==> config.mk <==
export PLATFORM = sky130hd
export DESIGN_NAME = sysid_timeout_ctr
export DESIGN_NICKNAME = d
export VERILOG_FILES = /design/src/rtl/sysid_checker_pkg.sv /design/src/rtl/sysid_timeout_ctr.sv
export SDC_FILE = /design/constraint.sdc
export NUM_CORES = 1
export LEC_CHECK = 0
export BUFFER_PORTS_ARGS = -buffer_cell sky130_fd_sc_hd__clkbuf_2
export CORE_UTILIZATION = 57
export CTS_CLUSTER_DIAMETER = 200
export DETAILED_ROUTE_END_ITERATION = 12
export GPL_TIMING_DRIVEN = 0
export HOLD_SLACK_MARGIN = 0.08
export PLACE_DENSITY = 0.79
export SETUP_SLACK_MARGIN = 0.2
export SYNTH_ARGS = -nofsm -noshare
export SYNTH_HDL_FRONTEND = slang
export SYNTH_SLANG_ARGS = --single-unit
==> constraint.sdc <==
create_clock -name clock -period 2 [get_ports clock]
set_input_delay 0.2 -clock clock [delete_from_list [all_inputs] [get_ports clock]]
set_output_delay 0.2 -clock clock [all_outputs]
set_load 0.02 [all_outputs]
==> src/rtl/sysid_checker_pkg.sv <==
// Shared types and constants for the system-ID checker: FSM states,
// register offsets within the sysid slave, and the timeout counter width.
package sysid_checker_pkg;

  typedef enum logic [1:0] {
    IDLE   = 2'd0,
    RD_ID  = 2'd1,
    RD_TS  = 2'd2,
    FINISH = 2'd3
  } state_t;

  localparam logic [31:0] ID_OFFSET = 32'd0;
  localparam logic [31:0] TS_OFFSET = 32'd4;
  localparam int          TMO_WIDTH = 16;

endpackage

==> src/rtl/sysid_timeout_ctr.sv <==
// Counts waitrequest stall cycles of one Avalon read and flags the stall
// cycle that brings the count to TIMEOUT_CYCLES.
module sysid_timeout_ctr
  import sysid_checker_pkg::*;
#(
  parameter logic [TMO_WIDTH-1:0] TIMEOUT_CYCLES = 16'd255
) (
  input  logic clock,
  input  logic reset_n,
  input  logic clear,
  input  logic enable,
  output logic tc
);

  localparam logic [TMO_WIDTH-1:0] LAST = TIMEOUT_CYCLES - 16'd1;

  logic [TMO_WIDTH-1:0] count;

  always_ff @(posedge clock or negedge reset_n) begin
    if (!reset_n) begin
      count <= '0;
    end else if (clear) begin
      count <= '0;
    end else if (enable) begin
      count <= count + 16'd1;
    end
  end

  // tc is raised in the stall cycle whose edge would take count to TIMEOUT_CYCLES,
  // so the read strobe is held for exactly TIMEOUT_CYCLES stalled cycles.
  assign tc = enable && (count == LAST);

endmodule

==> results by group <==
Run status
  • Status: finished clean

Min path
  • Hold_sp: enable
  • Hold WC Path Type: input port to register

Drt
  • DR vias: slightly above 700
  • ANT nets after route: 0
  • Wire length per cell: 14.8 microns
  • Drt total wl: about 1.7 mm
  • Starting DRC count in detailed routing: 17
  • DRC Markers: 0
  • Via/cell ratio: roughly 6.1
  • Drt first pass iters: 5

Global route
  • Largest net degree at the start of global routing: 17
  • Vias in the first global route: 612
  • Initial antenna violation count: 0
  • First-pass GRT wire length: 2.61 mm
  • Total global routing overflow: 0
  • Total GRT Usage: 0.243

Cells and area
  • Diodes inserted: 0
  • Biggest register: count
  • Share of layout cells above drive strength 1: 0.225
  • Layout area overhead: 15.8%
  • Most frequent cells in the layout: nor2_1, dfrtp_1, xnor2_1
  • Biggest regs: count x16
  • Seq. cell area: approximately 400 sq um
  • Finished Core Util: 0.741
  • Post-layout nets: 109
  • FILL cells: 92
  • Largest register FFs: 16
  • Area used by multi-input combinational logic: 453 sq um

Yosys
  • Post-synthesis mux area share: 0.0260
  • Post-synthesis sequential area ratio: 0.463
  • Syn Std Cell Area: 865 sq um
  • Warnings from Yosys: 0
  • Post-Synthesis Cells: 90
  • Synth unique cells: 27
  • XOR/XNOR share of the synthesized area: 0.101
  • Seq cells post-synth: 16
  • Simple-gate share of the synthesized area: 0.260
  • Largest family of logic cells by synthesized area: simple AND/OR/NAND/NOR gates
  • Synth Net Count: 96
  • Adder and majority gate portion of the synthesized area: 0.0289
  • Compound-Gate Fraction of Synth Area: 0.0796
  • Synthesized area per cell: 9.61 sq um

Timing
  • Fin Clk Skew: 6.53 ps
  • Final Hold Fails: 0
  • Final Cycle Share: 0.882
  • Tmin final: 1760 ps
  • Fmax: 567 MHz
  • Slew at the pin with the worst max-slew slack: 450 ps
  • Final Setup Violations: 0
  • RSZ-0062 raised after global routing: true
  • Slew Limit Fails: 0
  • Max_slew headroom: 0.700
  • Setup TNS: 0 ps

Critical path
  • Worst setup SP type: register
  • Slowest CP cell: or4_4
  • WS Path Type: register to output port
  • Worst Setup SP: count[14]$_DFFE_PN0P_
  • Worst Path Arrival: 1560 ps
  • Type of destination of the critical path: output port
  • Worst r2r src: count[1]$_DFFE_PN0P_
  • Crit path largest cell delay: about 500 ps
  • CP Max Fanout: 3
  • WP data required: 1800 ps
  • CP cell instances: or4_4 > nor3_2 > buf_4

Placed design
  • # port buffers: 3
  • DP HPWL: 1.15 mm
  • RePlAce Congestion: 0.703

Pwr
  • Lkg Pwr: roughly 0.0004 uW
  • PD cells: 594 nW/um^2
  • Worst vdd ir: 0.406 mV

Clocking
  • CTS tree: built
  • Total CTS buffers: 3
  • CTS clock-pin slew for the worst setup and hold paths: 100 ps
  • Clk sinks: 16
  • Root Driver: clkbuf_4
  • Clock latency on the worst-skew pair: 290 ps
  • Maximum buffer depth of the clock tree: 2
  • H-tree depth: 1

Floorplanning
  • Row count: 13
  • Die area: around 1700 sq um
  • Die Ht: 40.9 microns
  • Starting Density: 0.640
  • Num ports: 5
  • Core area: 1350 sq um
  • Chip width: 40.9 microns

Job
  • Max cap viols: 0
[cell families (layout without fill, tap and decap cells)]
group / Yosys count / count (layout)
AO/OA/AOI/OAI: 9 / 9
AND/OR/NAND/NOR: 43 / 43
flip-flops: 16 / 16
XOR/XNOR: 10 / 10
buffers and inverters: 8 / 20
multiplexers: 2 / 2
adder cells (fa/ha/maj): 2 / 2
[critical path: cells and delay by family (launching register included)]
family | cells | cell delay (ps)
flops | 1 | 440
simple gates | 2 | 680
buf+inv | 1 | 160
[repair_timing]
item	in CTS	in global routing
gates cloned	0	0
gates resized for setup	4	2
hold buffers	1	0
endpoints found under the hold margin	16	0
pin swaps	1	1
buffers inserted	4	0
endpoints found under the setup margin	1	1
[cell usage after synthesis]
master     number  area (sq um)
a211oi_1        1          7.51
a21oi_1         3          15.0
a31o_2          1          8.76
buf_2           1          5.00
buf_4           1          7.51
clkbuf_1        1          3.75
dfrtp_1        16           400
ha_1            2          25.0
inv_1           5          18.8
mux2_2          2          22.5
nand2_1         4          15.0
nand3_1         3          15.0
nand4_1         4          25.0
nand4_2         1          12.5
nor2_1         16          60.1
nor2b_1         2          12.5
nor3_1          6          30.0
nor4_1          2          12.5
nor4_2          1          12.5
nor4bb_1        1          10.0
o2111ai_2       1          15.0
o211ai_2        1          12.5
o21ai_0         2          10.0
or3_1           2          12.5
or4_1           1          7.51
xnor2_1         8          70.1
xor2_1          2          17.5
[stage by stage]
stage	hold WS (ps)	total power [uW]	area (sq um)	setup WS, ps	instances
after floorplan	-95.6	361	865	399	90
after global placement	141	374	898	432	108
after detailed placement	142	375	898	405	108
after CTS	222	592	992	205	117
after global routing	246	610	1000	155	117
final	224	595	1000	236	117
[final cells by class]
class                   instances  area share
flip-flops and latches         16       0.400
clock buffers                   4      0.0363
well taps                      15      0.0188
repair buffers                  8      0.0575
inverters                       5      0.0188
plain buffers                   3      0.0162
multi-input cells              66       0.452
[routing by layer]
layer  part of all wire  global-route usage  up-vias
met4              0.014               0.100        0
met3              0.037              0.0326        5
met2               0.50               0.418       23
li1                   -                   -      337
met5                  0                   0        -
met1               0.45               0.301      343
[worst paths after layout]
kind,depth (start not counted),end,slack [ps]
worst max-delay path,3,tc,240
worst min-delay path,2,count[1]$_DFFE_PN0P_,220
worst max register to register,6,count[14]$_DFFE_PN0P_,330
worst min register to register,2,count[1]$_DFFE_PN0P_,600
max in group asynchronous,2,count[5]$_DFFE_PN0P_,1360
min in group asynchronous,2,count[1]$_DFFE_PN0P_,350
[where the power goes]
| group | internal [uW] | switching, uW |
|---|---|---|
| clock network | 111 | 105 |
| registers | 328 | 2.91 |
| logic | 20.3 | 27.8 |
| total | 459 | 136 |
No activity file was read; power rests on OpenSTA's default activity.
